`config.mk`:
```
export PLATFORM = sky130hd
export DESIGN_NAME = ball_motion_ctrl
export DESIGN_NICKNAME = d
export VERILOG_FILES = /design/src/rtl/ball_motion_ctrl.sv
export SDC_FILE = /design/constraint.sdc
export NUM_CORES = 1
export LEC_CHECK = 0
export CAP_MARGIN = 25
export CORE_MARGIN = 2
export CORE_UTILIZATION = 51
export CTS_BUF_LIST = sky130_fd_sc_hd__clkbuf_4
export DETAILED_ROUTE_END_ITERATION = 16
export PLACE_DENSITY = 0.73
export SLEW_MARGIN = 10
export SYNTH_ARGS = -nofsm -noshare
export SYNTH_HDL_FRONTEND = slang
export SYNTH_SLANG_ARGS = --single-unit
export TNS_END_PERCENT = 5
```
`constraint.sdc`:
```
create_clock -name clk -period 4.4 [get_ports clk]
set_clock_uncertainty 0.1 [all_clocks]
set_input_delay 0.66 -clock clk [delete_from_list [all_inputs] [get_ports clk]]
set_output_delay 0.66 -clock clk [all_outputs]
set_load 0.005 [all_outputs]
```
`src/rtl/ball_motion_ctrl.sv`:
```
// Ball position/direction FSM: serve from centre, timed steps, paddle/wall bounce, edge scoring.
// Optional macro BALL_SPEEDUP_EN: each paddle hit raises speed, saturating at MAX_SPEED.
module ball_motion_ctrl #(
  parameter  int FIELD_W   = 64,
  parameter  int FIELD_H   = 48,
  parameter  int BALL_SIZE = 4,
  parameter  int TICK_DIV  = 4,
  parameter  int MAX_SPEED = 3,
  localparam int X_W       = $clog2(FIELD_W),
  localparam int Y_W       = $clog2(FIELD_H),
  localparam int S_W       = $clog2(MAX_SPEED + 1)
) (
  input  logic           clk,
  input  logic           reset,
  input  logic           serve,
  input  logic           serve_dir,
  input  logic           paddle_collision,
  input  logic           wall_collision,
  output logic [X_W-1:0] bx,
  output logic [Y_W-1:0] by,
  output logic           bx_dir,
  output logic           by_dir,
  output logic [S_W-1:0] speed,
  output logic           moving,
  output logic           score_left,
  output logic           score_right
);
  localparam int XMAX = FIELD_W - BALL_SIZE;
  localparam int YMAX = FIELD_H - BALL_SIZE;
  localparam int XC   = XMAX / 2;
  localparam int YC   = YMAX / 2;
  localparam int T_W  = $clog2(TICK_DIV);
  localparam int TL   = TICK_DIV - 1;

  localparam logic [X_W:0]   XMAX_E    = XMAX[X_W:0];
  localparam logic [Y_W:0]   YMAX_E    = YMAX[Y_W:0];
  localparam logic [X_W-1:0] X_CTR     = XC[X_W-1:0];
  localparam logic [Y_W-1:0] Y_CTR     = YC[Y_W-1:0];
  localparam logic [T_W-1:0] TICK_LAST = TL[T_W-1:0];

  typedef enum logic [1:0] {IDLE, MOVE, SCORED} state_t;

  state_t         state_q, state_d;
  logic [X_W-1:0] bx_d;
  logic [Y_W-1:0] by_d;
  logic           bx_dir_d, by_dir_d;
  logic [T_W-1:0] tick_q, tick_d;
  logic           pad_q, pad_d, wall_q, wall_d;
  logic           sl_d, sr_d;
  logic [S_W-1:0] speed_q;

  logic           pad_now, wall_now, xdir_n, ydir_n, tick_end;
  logic [X_W:0]   spd_x, x_sum;
  logic [Y_W:0]   spd_y, y_sum;
  logic           x_edge, y_edge;
  logic [X_W-1:0] x_clamp;
  logic [Y_W-1:0] y_clamp;

  assign spd_x    = {{(X_W + 1 - S_W){1'b0}}, speed_q};
  assign spd_y    = {{(Y_W + 1 - S_W){1'b0}}, speed_q};
  assign tick_end = (tick_q == TICK_LAST);
  assign moving   = (state_q == MOVE);
  assign speed    = speed_q;

  // Step arithmetic: flags (including this cycle's input) flip direction before the move.
  always_comb begin
    pad_now  = pad_q | paddle_collision;
    wall_now = wall_q | wall_collision;
    xdir_n   = bx_dir ^ pad_now;
    ydir_n   = by_dir ^ wall_now;
    if (xdir_n) begin
      x_sum   = {1'b0, bx} + spd_x;
      x_edge  = (x_sum >= XMAX_E);
      x_clamp = XMAX_E[X_W-1:0];
    end else begin
      x_sum   = {1'b0, bx} - spd_x;
      x_edge  = ({1'b0, bx} <= spd_x);
      x_clamp = '0;
    end
    if (ydir_n) begin
      y_sum   = {1'b0, by} + spd_y;
      y_edge  = (y_sum >= YMAX_E);
      y_clamp = YMAX_E[Y_W-1:0];
    end else begin
      y_sum   = {1'b0, by} - spd_y;
      y_edge  = ({1'b0, by} <= spd_y);
      y_clamp = '0;
    end
  end

  always_comb begin
    state_d  = state_q;
    bx_d     = bx;
    by_d     = by;
    bx_dir_d = bx_dir;
    by_dir_d = by_dir;
    tick_d   = tick_q;
    pad_d    = pad_q;
    wall_d   = wall_q;
    sl_d     = 1'b0;
    sr_d     = 1'b0;
    case (state_q)
      IDLE: begin
        bx_d   = X_CTR;
        by_d   = Y_CTR;
        tick_d = '0;
        pad_d  = 1'b0;
        wall_d = 1'b0;
        if (serve) begin
          state_d  = MOVE;
          bx_dir_d = serve_dir;
          by_dir_d = 1'b1;
        end
      end
      MOVE: begin
        pad_d  = pad_now;
        wall_d = wall_now;
        tick_d = tick_q + 1'b1;
        if (tick_end) begin
          tick_d   = '0;
          pad_d    = 1'b0;
          wall_d   = 1'b0;
          bx_dir_d = xdir_n;
          // Reaching a y edge bounces: direction points back into the field.
          by_d     = y_edge ? y_clamp : y_sum[Y_W-1:0];
          by_dir_d = y_edge ? ~ydir_n : ydir_n;
          bx_d     = x_edge ? x_clamp : x_sum[X_W-1:0];
          if (x_edge && !pad_now) begin
            state_d = SCORED;
            sl_d    = xdir_n;
            sr_d    = ~xdir_n;
          end
        end
      end
      SCORED: begin
        tick_d = tick_q + 1'b1;
        if (tick_end) begin
          state_d = IDLE;
          tick_d  = '0;
          bx_d    = X_CTR;
          by_d    = Y_CTR;
        end
      end
      default: state_d = IDLE;
    endcase
  end

  always_ff @(posedge clk) begin
    if (reset) begin
      state_q     <= IDLE;
      bx          <= X_CTR;
      by          <= Y_CTR;
      bx_dir      <= 1'b1;
      by_dir      <= 1'b1;
      tick_q      <= '0;
      pad_q       <= 1'b0;
      wall_q      <= 1'b0;
      score_left  <= 1'b0;
      score_right <= 1'b0;
    end else begin
      state_q     <= state_d;
      bx          <= bx_d;
      by          <= by_d;
      bx_dir      <= bx_dir_d;
      by_dir      <= by_dir_d;
      tick_q      <= tick_d;
      pad_q       <= pad_d;
      wall_q      <= wall_d;
      score_left  <= sl_d;
      score_right <= sr_d;
    end
  end

`ifdef BALL_SPEEDUP_EN
  localparam logic [S_W-1:0] SPD_MAX = MAX_SPEED[S_W-1:0];

  // Speed holds through SCORED and drops back to 1 as the ball recentres.
  always_ff @(posedge clk) begin
    if (reset) begin
      speed_q <= 1;
    end else if (state_q == IDLE || (state_q == SCORED && tick_end)) begin
      speed_q <= 1;
    end else if (state_q == MOVE && tick_end && pad_now && speed_q != SPD_MAX) begin
      speed_q <= speed_q + 1'b1;
    end
  end
`else
  assign speed_q = 1;
`endif

endmodule
```
==> metrics.log, run 1 <==
[metrics] DRC violation count after routing: 0
[metrics] clock period minus final worst setup slack: 2.565 ns
[metrics] standard cell core area: 3284 sq um
[metrics] number of storage elements in the synthesis netlist: 22
[metrics] number of buffers inserted by post-CTS setup repair: 0
[metrics] required time of the critical path: 3.64 ns
[metrics] share of synthesized registers carrying an async set or reset: 0
[metrics] share of the core filled with cells in the final layout: 0.5893
[metrics] CP Class: reg -> out
[metrics] Num CTS Buffers: 3
[metrics] WL per Instance: 13.64 um
[metrics] number of top-level design ports: 25
[metrics] share of synthesized cell area in full adder, half adder and majority cells: 0.08753
[metrics] clock slew at the register clock pins of the worst setup and hold paths: 0.12 ns
[metrics] period utilization: 0.5829
[metrics] peak ir drop on the vdd network: 228.2 uV
[metrics] pre-CTS setup slack: 1.553 ns
[metrics] classification of the worst-slack hold path: reg -> reg
[metrics] count of cells resized by post-cts repair: 0
[metrics] PnR worst setup slack: 1.835 ns
[metrics] sequential share of the synthesized area: 0.2567
[metrics] area taken by flip-flops and latches: 440.4 sq um
[metrics] instance count of the mapped netlist: 217
[metrics] maximum number of pins on one net before global-route repair: 15
[metrics] CTS tree: built
[metrics] CTS H-Tree Depth: 1
[metrics] most common flop cell mapped by yosys: dfxtp_1
[metrics] CTS Root Cell: clkbuf_4
[metrics] xor-xnor portion of the synthesized cell area: 0.005106
[metrics] Final Hold Viols: 0
[metrics] setup repair after global routing missed its margin: no
[metrics] syn_nets: 235
[metrics] Placed Cells incl. Taps: 272
[metrics] Final Net Count: 249
[metrics] number of flops mapped to enable cells by yosys: 0
[metrics] share of cells above drive strength 1: 0.06957
[metrics] Startpoint Class: flop
[metrics] DPL Wire Length: 2.826 mm
[metrics] Initial DRC Count: 86
[metrics] vertical die dimension: 62.00 um
[metrics] antenna-violating nets left: 0
[metrics] Chip Width: 62.00 um
[metrics] global-route wire length before repair: 6.237 mm
[metrics] largest family of logic cells by synthesized area: compound AO/OA/AOI/OAI gates
[metrics] Final Slew Violations: 0
[metrics] residual overflow from global routing: 0
[metrics] Arrival @ worst endpoint: 1.80 ns
[metrics] initial antenna violation count: 0
[metrics] area of the mapped netlist: 1715 sq um
[metrics] overall die area: 3843 sq um
[metrics] share of cell area taken by muxes after synthesis: 0.04230
[metrics] Rel. slew slack: 0.5971
[metrics] via count of the first global-routing pass: 1336
[metrics] status: finished, final reports clean
[metrics] number of synthesis warnings: 0
[metrics] initial core utilization: 0.5223
[metrics] vias per cell: 5.750
[metrics] count of input and output buffers: 22
[metrics] PD cells: 282.6 nW/um^2
[metrics] synthesis-to-layout area growth: 12.84%
[metrics] Routability Congestion: 0.8899
[metrics] mean area per synthesized cell: 7.905 sq um
[metrics] total setup violations reported at the end of the flow: 0
[metrics] router iterations before antenna repair: 4
[metrics] Total GRT Usage: 0.2140
[metrics] setup TNS: 0 ns
[metrics] row cnt: 21
[metrics] actual transition at the worst max-transition pin: 0.6004 ns
[metrics] combined buffer and inverter count along the critical path: 2
[metrics] critical path, cell by cell: inv_1 > ha_1 > clkdlybuf4s50_1
[metrics] maximum count of clock buffers along a single path: 2
[metrics] biggest fanout along the worst timing path: 12
[metrics] number of diodes added for antenna fixing: 0
[metrics] final standard cell count with taps included and fillers excluded: 276
[metrics] Cell variety after synth: 60
[metrics] family with the most delay on the worst path: buffers and inverters
[metrics] area of combinational cells with multiple inputs: 1150 sq um
[metrics] kind of end point of the critical path: primary output
[metrics] Clock Latency Late Sink: 0.31 ns
[metrics] fraction of the mapped netlist area in simple logic gates: 0.2458
[metrics] routed vias: 1587
[metrics] leakage power of the design: 0.7259 nW
[metrics] compound-gate portion of the synthesized area: 0.2852
[metrics] CTS Hold Bufs: 0
[metrics] total wirelength of the detailed-routed design: 3.765 mm
[metrics] highest-delay cell along the critical path: clkdlybuf4s50_1
[metrics] max-cap violation count: 0
[metrics] Fmax achieved: 0.3899 GHz
[metrics] delay of the slowest critical-path stage: 0.59 ns
[metrics] final-layout fill cell count: 326
[metrics] clock net sink count: 22
-- synth_stat cells, types with 2 or more instances --
cell type,count,area (sq um)
clkbuf_1,6,22.52
a21oi_1,14,70.07
buf_6,2,22.52
mux2_2,2,22.52
dfxtp_1,22,440.4
nand2b_1,2,12.51
a211o_1,2,17.52
or3_1,4,25.02
nor4_1,3,18.77
nand2_1,22,82.58
o211ai_1,6,45.04
buf_4,2,15.01
conb_1,2,7.510
nor3_1,8,40.04
and2_1,4,25.02
mux2i_1,5,50.05
or2_2,2,12.51
o21a_1,2,15.01
o21ai_0,15,75.07
nand3_1,6,30.03
ha_1,12,150.1
o21bai_1,2,15.01
inv_1,11,41.29
nand4_1,2,12.51
nor2_1,17,63.81
or4_1,2,15.01
and3_1,2,12.51
a22oi_1,4,30.03
o311a_2,3,33.78
-- area by class of cell --
type | count | area share
well taps | 46 | 0.02973
flip-flops and latches | 22 | 0.2275
repair buffers | 22 | 0.1138
clock buffers | 3 | 0.01164
multi-input cells | 171 | 0.5941
clock inverters | 1 | 0.001939
inverters | 11 | 0.02133
-- metrics by stage --
stage	power [mW]	area, sq um	hold WS, ns
finish	0.5470	1936	0.4129
global route	0.5865	1936	0.4771
CTS	0.5511	1936	0.4216
detailed placement	0.4541	1909	0.3914
global placement	0.4535	1909	0.3764
floorplan	0.4087	1715	0.3585
-- placed cells by master, fill, tap and decap left out, drive strengths merged, types with 5 or more instances in the layout --
master	count
a21oi	14
and2	5
clkdlybuf4s50	22
dfxtp	22
ha	12
inv	11
mux2i	5
nand2	22
nand3	6
nor2	17
nor3	8
o211ai	6
o21ai	16
-- sequential cells by signal, indices dropped and copies added (netlist names) --
signal,cells
bx,6
tick_q,2
state_q,2
bx_dir,1
by_dir,1
score_left,1
wall_q,1
by,6
score_right,1
pad_q,1
-- worst paths after layout --
path                            cells past startpoint               startpoint                     end  slack, ns
worst min register to register                      2   tick_q[1]$_SDFFE_PP0P_  tick_q[1]$_SDFFE_PP0P_       0.41
worst max-delay path                                3  state_q[1]$_SDFFE_PP0P_                  moving       1.84
worst max register to register                      6       by[0]$_SDFFE_PP0P_      by[1]$_SDFFE_PP1P_       1.90
worst min-delay path                                2   tick_q[1]$_SDFFE_PP0P_  tick_q[1]$_SDFFE_PP0P_       0.41
-- cells by family (layout without fill, tap and decap cells) --
family,count (synthesis),count (layout)
AND/OR/NAND/NOR,82,82
AO/OA/AOI/OAI,67,67
buffers and inverters,24,37
flip-flops,22,22
adder cells (fa/ha/maj),12,12
multiplexers,7,7
other,2,2
XOR/XNOR,1,1
-- per-layer routing --
layer  wire, um  part of all wire  vias up  track usage
li1           -                 -      822            -
met1       1937              0.51      722       0.3270
met2       1638              0.44       39       0.3199
met3        145             0.039        4      0.02070
met4         42             0.011        0      0.05471
met5          0                 0        -            0
-- worst min-delay path, cell delays in order, from the launching register on --
cell	delay, ns
dfxtp_1	0.35
a21oi_1	0.06
nor2_1	0.07
-- power by group --
group	internal [mW]	switching, mW
clock network	0.0332	0.0647
logic	0.0908	0.129
registers	0.213	0.0160
total	0.337	0.210
No activity file was read; power rests on OpenSTA's default activity.
==> inputs of run 2 (changes only) <==
Clock period 4.4 ns to 2.6 ns, I/O delays scaled along.
==> run 2 against run 1 <==
Against the previous run: power grew 76%; critical path depth unchanged; sequential share of layout area fell by 0.85 points; critical endpoint unchanged.
==> metrics.log, run 2 (same netlist as run 1, synthesis figures left out) <==
[metrics] count of cells resized by post-cts repair: 0 (unchanged)
[metrics] CTS H-Tree Depth: 1 (unchanged)
[metrics] via count of the first global-routing pass: 1434 (+7.3%)
[metrics] Startpoint Class: flop
[metrics] Total Power: 0.9600 mW (+76%)
[metrics] row cnt: 21 (unchanged)
[metrics] CP Class: reg -> out
[metrics] global-route wire length before repair: 6.624 mm (+6.2%)
[metrics] synthesis-to-layout area growth: 17.21%
[metrics] period utilization: 0.8858
[metrics] kind of end point of the critical path: primary output
[metrics] initial core utilization: 0.5223 (unchanged)
[metrics] antenna-violating nets left: 0 (unchanged)
[metrics] worst hold margin: 0.4146 ns (+0.001702 ns)
[metrics] residual overflow from global routing: 0 (unchanged)
[metrics] WL per Instance: 13.67 um (+0.22%)
[metrics] share of the core filled with cells in the final layout: 0.6122 (+0.02286)
[metrics] router iterations before antenna repair: 4 (unchanged)
[metrics] Fmax achieved: 0.4342 GHz
[metrics] DRC violation count after routing: 0 (unchanged)
[metrics] peak ir drop on the vdd network: 400.1 uV (+75%)
[metrics] classification of the worst-slack hold path: reg -> reg
[metrics] Arrival @ worst endpoint: 1.81 ns (about the same)
[metrics] overall die area: 3843 sq um (unchanged)
[metrics] Final Net Count: 259 (+4.0%)
[metrics] initial antenna violation count: 0 (unchanged)
[metrics] CTS tree: built
[metrics] Num CTS Buffers: 3 (unchanged)
[metrics] total wirelength of the detailed-routed design: 3.910 mm (+3.9%)
[metrics] DPL Wire Length: 3.026 mm (+7.1%)
[metrics] number of buffers inserted by post-CTS setup repair: 0 (unchanged)
[metrics] vias per cell: 5.801 (+0.88%)
[metrics] met2 wire length: 1.752 mm (+7.0%)
[metrics] routed length on met3: 235 um (+62%)
[metrics] setup TNS: 0 ns (unchanged)
[metrics] count of input and output buffers: 22 (unchanged)
[metrics] number of diodes added for antenna fixing: 0 (unchanged)
[metrics] required time of the critical path: 2.11 ns (-1.53 ns)
[metrics] setup repair after global routing missed its margin: no
[metrics] number of top-level design ports: 25 (unchanged)
[metrics] Initial DRC Count: 151 (+76%)
[metrics] maximum count of clock buffers along a single path: 2 (unchanged)
[metrics] clock period minus final worst setup slack: 2.303 ns
[metrics] clock slew at the register clock pins of the worst setup and hold paths: 0.13 ns (about the same)
[metrics] share of cells above drive strength 1: 0.1083 (+0.03877)
[metrics] PD cells: 477.5 nW/um^2 (+69%)
[metrics] top sig layer: met4
[metrics] Routability Congestion: 0.9274 (+4.2%)
[metrics] standard cell core area: 3284 sq um (unchanged)
[metrics] max-cap violation count: 0 (unchanged)
[metrics] CTS Hold Bufs: 0 (unchanged)
[metrics] Total GRT Usage: 0.2275 (+0.01354)
[metrics] vertical die dimension: 62.00 um (unchanged)
[metrics] maximum number of pins on one net before global-route repair: 13 (-2)
[metrics] Clock Latency Late Sink: 0.31 ns (about the same)
[metrics] total setup violations reported at the end of the flow: 0 (unchanged)
[metrics] status: finished, final reports clean
[metrics] biggest fanout along the worst timing path: 12 (unchanged)
[metrics] Final Slew Violations: 0 (unchanged)
[metrics] CTS Root Cell: clkbuf_4
[metrics] Final Hold Viols: 0 (unchanged)
[metrics] commonest cells after routing, fill and taps aside: nand2_1 (22), dfxtp_1 (22), clkdlybuf4s50_1 (22)
[metrics] Met1 Routed Length: 1.902 mm (-1.8%)
[metrics] routed vias: 1659 (+4.5%)
[metrics] Chip Width: 62.00 um (unchanged)
[metrics] setup slack of the most critical reg-to-reg path: 0.36 ns (-1.54 ns)
[metrics] clock net sink count: 22 (unchanged)
[metrics] largest registers: bx x6, by x6
[metrics] leakage power of the design: 0.7749 nW (+6.8%)
-- run 2: changes by cell type in the layout (fill, tap and decap cells not counted) --
cell   delta
buf_4    +10
-- run 2: report_power, final --
group,leakage (nW),internal [mW],switching (mW)
registers,0.178,0.361,0.0284
clock network,0.0154,0.0561,0.109
logic,0.581,0.177,0.229
-- run 2: routing by layer --
| metal | GRT usage | up-vias |
|---|---|---|
| met2 | 0.3259 | 54 |
| li1 | - | 843 |
| met1 | 0.3594 | 760 |
| met3 | 0.01863 | 2 |
| met4 | 0.06383 | 0 |
| met5 | 0 | - |
-- run 2: through the flow --
stage	worst slack, ns	cells	cell area [sq um]
2_1_floorplan	0.5327	217	1715
3_3_place_gp	0.1912	282	1984
3_5_place_dp	0.1385	282	1984
4_1_cts	0.2781	286	2011
5_1_grt	0.1746	286	2011
6_report	0.2969	286	2011
-- run 2: worst max-delay path: stages, from the launching register on --
cell and delay (ns):
dfxtp_1 0.39, inv_1 0.10, ha_1 0.43, clkdlybuf4s50_1 0.59
-- run 2: layout make-up --
| class | count | area, sq um |
|---|---|---|
| Clock buffer | 3 | 22.52 |
| Clock inverter | 1 | 3.754 |
| Fill cell | 303 | 1274 |
| Inverter | 11 | 41.29 |
| Multi-Input combinational cell | 171 | 1150 |
| Sequential cell | 22 | 440.4 |
| Tap cell | 46 | 57.56 |
| Timing Repair Buffer | 32 | 295.3 |
-- run 2: final timing paths --
kind | startpoint | to | cells after the start
worst max register to register | state_q[1]$_SDFFE_PP0P_ | by[5]$_SDFFE_PP0P_ | 6
worst min register to register | tick_q[1]$_SDFFE_PP0P_ | tick_q[1]$_SDFFE_PP0P_ | 2
worst max-delay path | state_q[1]$_SDFFE_PP0P_ | moving | 3
worst min-delay path | tick_q[1]$_SDFFE_PP0P_ | tick_q[1]$_SDFFE_PP0P_ | 2
